`src/rtl/period_meter_if.sv`:
```
// Purpose : groups the measured input and the measurement results of period_meter.
// Latency : n/a (signal bundle only).
// Backpressure: none; all results are strobes or levels with no ready.
//
// Signals:
//   slow_in      - slow clock being measured (asynchronous to clk)
//   period       - clk cycles between the two most recent slow_in rising edges
//   period_valid - one-cycle strobe, period updated this cycle
//   timeout      - level, no slow_in rising edge within the timeout window
//   edge_seen    - one-cycle strobe per detected slow_in rising edge
interface period_meter_if #(
    parameter int unsigned CNT_W = 28
);
    logic             slow_in;
    logic [CNT_W-1:0] period;
    logic             period_valid;
    logic             timeout;
    logic             edge_seen;

    // Side that produces the measurement (the meter itself).
    modport slave (
        input  slow_in,
        output period,
        output period_valid,
        output timeout,
        output edge_seen
    );

    // Side that supplies slow_in and consumes the results.
    modport master (
        output slow_in,
        input  period,
        input  period_valid,
        input  timeout,
        input  edge_seen
    );
endinterface

```
`src/rtl/period_meter.sv`:
```
// Purpose : measures the clk-cycle period of an asynchronous slow clock, flags a stall.
// Latency : fixed 3 clk cycles from slow_in sample to edge_seen / period_valid.
// Backpressure: none; results are strobes/levels, consumer must take them as they come.
//
// Ports:
//   clk    - system clock, all logic on its rising edge
//   reset  - synchronous active-high reset, overrides every other event
//   pm     - period_meter_if.slave: slow_in in; period, period_valid, timeout, edge_seen out
module period_meter #(
    parameter int unsigned CNT_W          = 28,
    parameter int unsigned TIMEOUT_CYCLES = 150_000_000
) (
    input  logic          clk,
    input  logic          reset,
    period_meter_if.slave pm
);

    localparam logic [CNT_W-1:0] CNT_LAST = CNT_W'(TIMEOUT_CYCLES - 1);
    localparam logic [CNT_W-1:0] CNT_ONE  = CNT_W'(1);

    typedef enum logic [1:0] {
        IDLE    = 2'd0,
        MEASURE = 2'd1,
        STALLED = 2'd2
    } state_t;

    // Synchronizer and edge detect.
    logic sync1, sync2, sync3;
    logic v1, v2;
    logic armed;
    logic edge_q;
    logic edge_det;

    // FSM state and registered outputs.
    state_t           state, state_nxt;
    logic [CNT_W-1:0] cnt, cnt_nxt;
    logic [CNT_W-1:0] period_q, period_nxt;
    logic             pv_q, pv_nxt;
    logic             es_q, es_nxt;
    logic             to_q, to_nxt;

    // sync2/sync3 hold reset values (0) for the first cycles after reset, which
    // would fake a rising edge if slow_in is already high. armed only rises once
    // sync2 has carried a genuine low sample (v2 marks sync2 as genuine), so a
    // level that is high across reset release is never reported as an edge.
    assign edge_det = sync2 & ~sync3 & armed;

    always_ff @(posedge clk) begin
        if (reset) begin
            sync1    <= 1'b0;
            sync2    <= 1'b0;
            sync3    <= 1'b0;
            v1       <= 1'b0;
            v2       <= 1'b0;
            armed    <= 1'b0;
            edge_q   <= 1'b0;
            state    <= IDLE;
            cnt      <= '0;
            period_q <= '0;
            pv_q     <= 1'b0;
            es_q     <= 1'b0;
            to_q     <= 1'b0;
        end else begin
            sync1    <= pm.slow_in;
            sync2    <= sync1;
            sync3    <= sync2;
            v1       <= 1'b1;
            v2       <= v1;
            armed    <= armed | (v2 & ~sync2);
            // Extra stage so every edge reaches the outputs exactly 3 cycles
            // after it was sampled, independent of FSM state.
            edge_q   <= edge_det;
            state    <= state_nxt;
            cnt      <= cnt_nxt;
            period_q <= period_nxt;
            pv_q     <= pv_nxt;
            es_q     <= es_nxt;
            to_q     <= to_nxt;
        end
    end

    always_comb begin
        state_nxt  = state;
        cnt_nxt    = cnt;
        period_nxt = period_q;
        pv_nxt     = 1'b0;
        es_nxt     = edge_q;
        to_nxt     = to_q;
        case (state)
            IDLE: begin
                if (edge_q) begin
                    cnt_nxt   = '0;
                    state_nxt = MEASURE;
                end
            end
            MEASURE: begin
                // An edge on the last counting cycle takes priority over the
                // timeout, so edges exactly TIMEOUT_CYCLES apart still measure.
                if (edge_q) begin
                    period_nxt = cnt + CNT_ONE;
                    pv_nxt     = 1'b1;
                    cnt_nxt    = '0;
                end else if (cnt == CNT_LAST) begin
                    to_nxt    = 1'b1;
                    state_nxt = STALLED;
                end else begin
                    cnt_nxt = cnt + CNT_ONE;
                end
            end
            STALLED: begin
                // First edge after a stall only re-establishes the reference.
                if (edge_q) begin
                    to_nxt    = 1'b0;
                    cnt_nxt   = '0;
                    state_nxt = MEASURE;
                end
            end
            default: begin
                state_nxt = IDLE;
                cnt_nxt   = '0;
            end
        endcase
    end

    assign pm.period       = period_q;
    assign pm.period_valid = pv_q;
    assign pm.edge_seen    = es_q;
    assign pm.timeout      = to_q;

endmodule
```
`src/flat_wrapper.sv`:
```
// flat-port wrapper written by rule: the top's interface ports become plain ports
module period_meter_flat 
#(
    parameter int unsigned CNT_W          = 28,
    parameter int unsigned TIMEOUT_CYCLES = 150_000_000
)
  (clk, reset, pm_slow_in, pm_period, pm_period_valid, pm_timeout, pm_edge_seen);
  period_meter_if #(.CNT_W(CNT_W)) pm_i ();
  input  logic clk;
  input  logic reset;
  input wire logic [$bits(pm_i.slow_in)-1:0] pm_slow_in;
  output wire logic [$bits(pm_i.period)-1:0] pm_period;
  output wire logic [$bits(pm_i.period_valid)-1:0] pm_period_valid;
  output wire logic [$bits(pm_i.timeout)-1:0] pm_timeout;
  output wire logic [$bits(pm_i.edge_seen)-1:0] pm_edge_seen;
  assign pm_i.slow_in = pm_slow_in;
  assign pm_period = pm_i.period;
  assign pm_period_valid = pm_i.period_valid;
  assign pm_timeout = pm_i.timeout;
  assign pm_edge_seen = pm_i.edge_seen;
  period_meter #(.CNT_W(CNT_W), .TIMEOUT_CYCLES(TIMEOUT_CYCLES)) u_core (.clk(clk), .reset(reset), .pm(pm_i));
endmodule
```
`config.mk`:
```
export PLATFORM = sky130hd
export DESIGN_NAME = period_meter_flat
export DESIGN_NICKNAME = d
export VERILOG_FILES = /design/src/rtl/period_meter_if.sv /design/src/rtl/period_meter.sv /design/src/flat_wrapper.sv
export SDC_FILE = /design/constraint.sdc
export NUM_CORES = 1
export LEC_CHECK = 0
export CAP_MARGIN = 20
export CELL_PAD_IN_SITES_DETAIL_PLACEMENT = 0
export CELL_PAD_IN_SITES_GLOBAL_PLACEMENT = 1
export CORE_AREA = 2 2 86 88
export DETAILED_ROUTE_END_ITERATION = 8
export DIE_AREA = 0 0 88 90
export PLACE_DENSITY = 0.92
export RECOVER_POWER = 50
export SYNTH_ARGS = -nofsm -noshare
export SYNTH_HDL_FRONTEND = slang
export SYNTH_SLANG_ARGS = --single-unit
```
`constraint.sdc`:
```
create_clock -name clk -period 3.9 [get_ports clk]
set_input_delay 0.39 -clock clk [delete_from_list [all_inputs] [get_ports clk]]
set_output_delay 0.39 -clock clk [all_outputs]
set_load 0.01 [all_outputs]
```
==> out/results.ini, run 1 <==
[drt]
wire_per_inst_um=14.7
post-route-drc-count=0
viasPerCell=5.59
ant_nets=0
vias=2683
drt_first_pass_iters=4
wl_mm=7.07
dr.first_iter.drc_count=155

[pwr]
p_sw_uw=289
pwr_density_cell_nw_per_um2=358
power_switching_share=0.221
p_seq_frac=0.535
combPwrFrac=0.022
clkPwrFrac=0.444
p_int_uw=1020
leakagePower_uw=0.00131
peakVddDrop_mv=0.202

[cts]
cts_sinks=68
cts_buffers=9
holdBufCountCts=0
clock_path_buffers=2
cts_resized=0
cts_max_level=3
cts_root_buf=clkbuf_8
cts_tree=done
clk_pin_slew_ps=70
post-cts-setup-buffer-count=0
clock_latency_ps=340

[timing]
finalCriticalPeriod_ps=3030
hold_viol=0
relSlewSlack=-0.216
clock_skew_ps=8.56
setup_tns_ps=0
worst_slew_pin_slew_ps=1820
setup_viol=0
rsz0062_at_grt=no
drv_slew=56
fin_crit_sh=0.777
fmax_mhz=330

[run]
maxCapViolations=1

[synthesis]
yosysMostFrequentCell=dfxtp_1
seq_area_frac_synth=0.442
synth_seq_cells=68
syn_area_um2=3080
synthTopCellsByCount=68 x dfxtp_1, 33 x o21ai_0, 25 x a21oi_1
syn_area_per_cell_um2=8.69
synth_largest_area_cell=dfxtp_1
syn-num-nets=358
synth_edf_count=0
yosys_warnings=0
synthArstFlopShare=0
syn_inst=354
synthFlopType=dfxtp_1
synth.distinct_cells=51
synthTopCellsByArea=dfxtp_1 44%, o21ai_0 5.4%, xnor2_1 4.3%
synth_top_area_share=0.442

[placed_design]
placedCellCount=464
io_buffers=33
gp_congestion=0.824
hpwlAfterDp_mm=4.74

[floorplanning]
io_pins=34
dieArea_um2=7920
die_y_um=90
rows=31
fp.dieW_um=88
initial_utilization=0.438
core_um2=7020

[cells_and_area]
regArea_um2=1360
drive_gt1_frac=0.0656
antennaDiodeCount=0
layout.nets=380
area_delta_synth_final_pct=18.6
num-fill-cells=688
finalNonFillerCells=480
multi_input_area_um2=1580

[setup_path]
required_ps=4170
path_max_fanout=24
path_class=input pin to flip-flop
cp-start-kind=input pin
crit_slowest_cell=o311a_1
crit_path_max_incr_delay_ps=810
r2r_start=u_core.cnt[0]
end_kind=flip-flop
worstSetupStartpoint=reset
worst_ep_arrival_time_ps=3310
path_buf_inv=2
crit_chain=dlygate4sd3_1 > clkbuf_1 > nor3_1 > o311a_1 > a221oi_1 > o21ai_0
cpLargestDelayFamily=compound AO/OA/AOI/OAI gates

[global_routing]
grt-ovfl-total=0
grt_use_total=0.187
grt_pass1_wl_mm=11.6
antenna_found_initial=0
grt_max_degree=56
grt_pass1_vias=2394

[status]
status=complete, but fails checks
violations=max-capacitance violations, max-slew violations

[min_path]
worstHoldStart=u_core.sync3
min_path_type=flip-flop to flip-flop

layer usage:
layer / global-route usage / up-vias / routed length, µm
met3: 0.0340 / 11 / 401
met4: 0.0974 / 0 / 109
met2: 0.271 / 76 / 3150
met1: 0.261 / 1254 / 3410
li1: - / 1342 / -
met5: 0 / - / 0
logic make-up after synthesis:
group / Yosys count / share of synthesized area
simple gates: 123 / 0.222
mux: 2 / 0.00691
fa+ha+maj: 1 / 0.00406
flops: 68 / 0.442
xor+xnor: 24 / 0.0683
buf+inv: 35 / 0.0451
compound gates: 101 / 0.211
final timing paths:
kind,endpoint,slack (ps),cells past startpoint
hold reg to reg,u_core.edge_q,390,1
setup reg to reg,u_core.cnt[22],1230,6
setup / recovery,u_core.cnt[23],870,6
hold / removal,u_core.edge_q,390,1
per-stage QoR:
step                power (µW)  instance area, µm²   util  worst slack, ps  hold slack [ps]
floorplan                  733                3080      -             1770              376
global placement           743                3460  0.492             1080              385
detailed placement         744                3470  0.494              958              385
CTS                       1320                3660  0.522             1240              397
global route              1350                3650  0.520              536              415
finish                    1310                3650  0.520              869              395
worst register-to-register path: stages (launching register included):
cell and delay [ps]:
dfxtp_1 410, ha_1 280, nand3_1 240, nor4_1 790, nand4_1 300, a221o_1 380
a21o_1 170
state kept, by name (all words and copies together) (netlist names):
name / flops
u_core.v2: 1
u_core.pm.period: 28
u_core.edge_q: 1
u_core.v1: 1
u_core.sync3: 1
u_core.sync2: 1
u_core.armed: 1
u_core.pm.period_valid: 1
u_core.pm.edge_seen: 1
u_core.state: 2
u_core.sync1: 1
u_core.cnt: 28
u_core.pm.timeout: 1
power groups by stage:
stage | sequential [µW] | clock [µW] | combinational [µW]
global placement | 715 | 0 | 28.3
floorplan | 714 | 0 | 19.1
global route | 699 | 623 | 31.7
CTS | 699 | 588 | 29.2
finish | 699 | 580 | 28.4
detailed placement | 715 | 0 | 29.1
final cells by class:
class,count,area share
clock buffer,12,0.0398
inverter,9,0.00926
multi-input combinational,251,0.433
clock inverter,4,0.0134
tap,99,0.0339
sequential,68,0.373
timing repair buffer,37,0.0977
placed cells by master (no fill, tap or decap), types with 2 or more instances in the layout:
| cell | count |
|---|---|
| nand4_1 | 4 |
| nor3b_1 | 3 |
| a211oi_1 | 7 |
| nor2_1 | 15 |
| nor3_1 | 16 |
| and4_1 | 2 |
| clkinv_2 | 2 |
| or3_1 | 8 |
| xnor2_1 | 15 |
| o211ai_1 | 2 |
| nor2b_1 | 8 |
| nor4b_1 | 3 |
| o2bb2ai_1 | 3 |
| clkbuf_1 | 4 |
| clkbuf_8 | 10 |
| a21oi_1 | 25 |
| o21a_1 | 2 |
| nor4_1 | 7 |
| dfxtp_1 | 68 |
| dlygate4sd3_1 | 32 |
| o31ai_1 | 4 |
| or2_2 | 3 |
| nand2_1 | 24 |
| nand3_1 | 12 |
| or4_1 | 4 |
| o311ai_0 | 4 |
| a221o_1 | 5 |
| a211o_1 | 3 |
| inv_1 | 9 |
| a31oi_1 | 3 |
| and3_1 | 6 |
| xor2_1 | 9 |
| o21ai_0 | 33 |
| a221oi_1 | 3 |
(Power assumes the default switching activity.)
==> run 2, diff against run 1 <==
--- a/config.mk
+++ b/config.mk
@@ -8,10 +8,10 @@
 export CAP_MARGIN = 20
 export CELL_PAD_IN_SITES_DETAIL_PLACEMENT = 0
 export CELL_PAD_IN_SITES_GLOBAL_PLACEMENT = 1
-export CORE_AREA = 2 2 86 88
+export CORE_AREA = 2 2 93 95
 export DETAILED_ROUTE_END_ITERATION = 8
-export DIE_AREA = 0 0 88 90
-export PLACE_DENSITY = 0.92
+export DIE_AREA = 0 0 95 97
+export PLACE_DENSITY = 0.84
 export RECOVER_POWER = 50
 export SYNTH_ARGS = -nofsm -noshare
 export SYNTH_HDL_FRONTEND = slang
==> constraint.sdc (replaced) <==
create_clock -name clk -period 2.75 [get_ports clk]
set_input_delay 0.275 -clock clk [delete_from_list [all_inputs] [get_ports clk]]
set_output_delay 0.275 -clock clk [all_outputs]
set_load 0.01 [all_outputs]
==> run 2 against run 1 <==
  * The flow now finishes without violations
  * Via count up 0.48%
  * Clock power grew 58%
  * Critical path depth unchanged
  * Highest routed layer unchanged
  * Power rose by 49%
  * Clock skew hardly changed
  * Die area up 16%
  * Combinational power grew 53%
  * Global-route usage is 1.2 points lower
  * Routed wire length rose by 4.7%
==> out/results.ini, run 2 (synthesis gave the netlist of run 1 again) <==
[status]
status=complete, no violations

[pwr]
pwr_density_cell_nw_per_um2=521  ; +46%
leakagePower_uw=0.00135  ; +3.7%
p_total_uw=1950  ; +49%
peakVddDrop_mv=0.208  ; +3.1%

[floorplanning]
fp.dieW_um=95  ; +8.0%
dieArea_um2=9220  ; +16%
core_um2=8130  ; +16%
die_y_um=97  ; +7.8%
rows=33  ; +6.5%
io_pins=34  ; unchanged
initial_utilization=0.378  ; -0.0600

[cells_and_area]
mostFrequentLayoutCells=68 x dfxtp_1, 33 x o21ai_0, 32 x dlygate4sd3_1
antennaDiodeCount=0  ; unchanged
area_delta_synth_final_pct=21.5
layout.nets=387  ; +1.8%
final_common_cell=dfxtp_1
drive_gt1_frac=0.0825  ; +0.0169
design_area_um2=3740  ; +2.5%
finalNonFillerCells=493  ; +2.7%
num-fill-cells=798  ; +16%
final_core_util=0.460  ; -0.0599

[cts]
cts_sinks=68  ; unchanged
cts_tree=done
cts_buffers=9  ; unchanged
clock_latency_ps=360  ; +20 ps
cts_resized=0  ; unchanged
cts_max_level=3  ; unchanged
cts_root_buf=clkbuf_8
post-cts-setup-buffer-count=0  ; unchanged
holdBufCountCts=0  ; unchanged
clock_path_buffers=2  ; unchanged
clk_pin_slew_ps=80  ; about the same

[drt]
post-route-drc-count=0  ; unchanged
wire_per_inst_um=15.0  ; +1.9%
drt_first_pass_iters=4  ; unchanged
wl_mm=7.40  ; +4.7%
vias=2696  ; +0.48%
ant_nets=0  ; unchanged
viasPerCell=5.47  ; -2.2%
dr.first_iter.drc_count=149  ; -3.9%

[timing]
setup_viol=0  ; unchanged
rsz0062_at_grt=no
drv_slew=0  ; -100%
relSlewSlack=0.0904  ; +0.306
fmax_mhz=406
hold_viol=0  ; unchanged
fin_crit_sh=0.895
setup_tns_ps=0  ; unchanged
clock_skew_ps=8.75  ; +0.197 ps
worst_slew_pin_slew_ps=1360  ; -462 ps
finalCriticalPeriod_ps=2460

[min_path]
min_path_type=flip-flop to flip-flop

[global_routing]
grt_pass1_vias=2611  ; +9.1%
antenna_found_initial=0  ; unchanged
grt-ovfl-total=0  ; unchanged
met3_usage=0.0296  ; -0.00438
grt_max_degree=37  ; -34%
grt_pass1_wl_mm=12.7  ; +9.2%
met1_usage=0.231  ; -0.0303
grt.busiest_layer=met2
grt_use_total=0.175  ; -0.0122
grt_use_met2=0.269  ; -0.00188

[setup_path]
crit_path_max_incr_delay_ps=850  ; +40 ps
path_buf_inv=0  ; -2
crit_chain=ha_1 > and3_1 > nand2b_1 > o311ai_2 > nor3b_1 > a221o_1
path_max_fanout=13  ; -46%
required_ps=3000  ; -1170 ps
end_kind=flip-flop
cpLargestDelayFamily=compound AO/OA/AOI/OAI gates
cp-start-kind=flip-flop
path_class=flip-flop to flip-flop
r2r_setup_slack_ps=290  ; -940 ps
worst_ep_arrival_time_ps=2710  ; -600 ps
crit_slowest_cell=o311ai_2

[run]
maxCapViolations=0  ; -1

[placed_design]
io_buffers=33  ; unchanged
place_area_um2=3530  ; +1.8%
hpwlAfterDp_mm=5.04  ; +6.3%
gp_congestion=0.897  ; +8.8%
placedCellCount=476  ; +2.6%

run 2: worst paths after layout:
kind         cells after the start     startpoint        endpoint
max                              6  u_core.cnt[0]  u_core.cnt[18]
min                              1   u_core.sync3   u_core.edge_q
max reg2reg                      6  u_core.cnt[0]  u_core.cnt[18]
min reg2reg                      1   u_core.sync3   u_core.edge_q
run 2: worst reg2reg max path, delay by kind of cell, from the launching register on:
family / cells / cell delay, ps
and+or+nand+nor: 3 / 540
adders and majority gates: 1 / 270
DFF: 1 / 410
AOI/OAI and AO/OA: 2 / 1150
run 2: layer usage:
metal	vias to the layer above	part of all wire
li1	1357	-
met1	1273	0.49
met2	50	0.45
met3	16	0.033
met4	0	0.022
met5	-	0
run 2: area by class of cell:
type | count | area (µm²) | share of cell area
clock buffer | 12 | 145 | 0.0388
clock inverter | 4 | 72.6 | 0.0194
inverter | 9 | 33.8 | 0.00903
multi-input combinational | 251 | 1580 | 0.422
sequential | 68 | 1360 | 0.364
tap | 105 | 131 | 0.0351
timing repair buffer | 44 | 419 | 0.112
run 2: metrics by stage:
step	hold WS (ps)	setup slack, ps
after floorplan	376	622
after detailed placement	400	306
after global placement	383	382
after CTS	408	297
final	423	289
after global routing	447	68.4
run 2: report_power, final:
group | internal (µW) | switching, µW | leakage, µW
registers | 989 | 2.60 | 0.000549
logic | 13.7 | 29.8 | 0.000699
clock network | 534 | 381 | 0.000107
==> run 3, diff against run 2 <==
--- a/config.mk
+++ b/config.mk
@@ -9,6 +9,7 @@
 export CELL_PAD_IN_SITES_DETAIL_PLACEMENT = 0
 export CELL_PAD_IN_SITES_GLOBAL_PLACEMENT = 1
 export CORE_AREA = 2 2 93 95
+export CTS_CLUSTER_DIAMETER = 60
 export DETAILED_ROUTE_END_ITERATION = 8
 export DIE_AREA = 0 0 95 97
 export PLACE_DENSITY = 0.84
==> results of run 3 <==
Same layout as run 2: the final DEF is identical, and so are final timing and power.
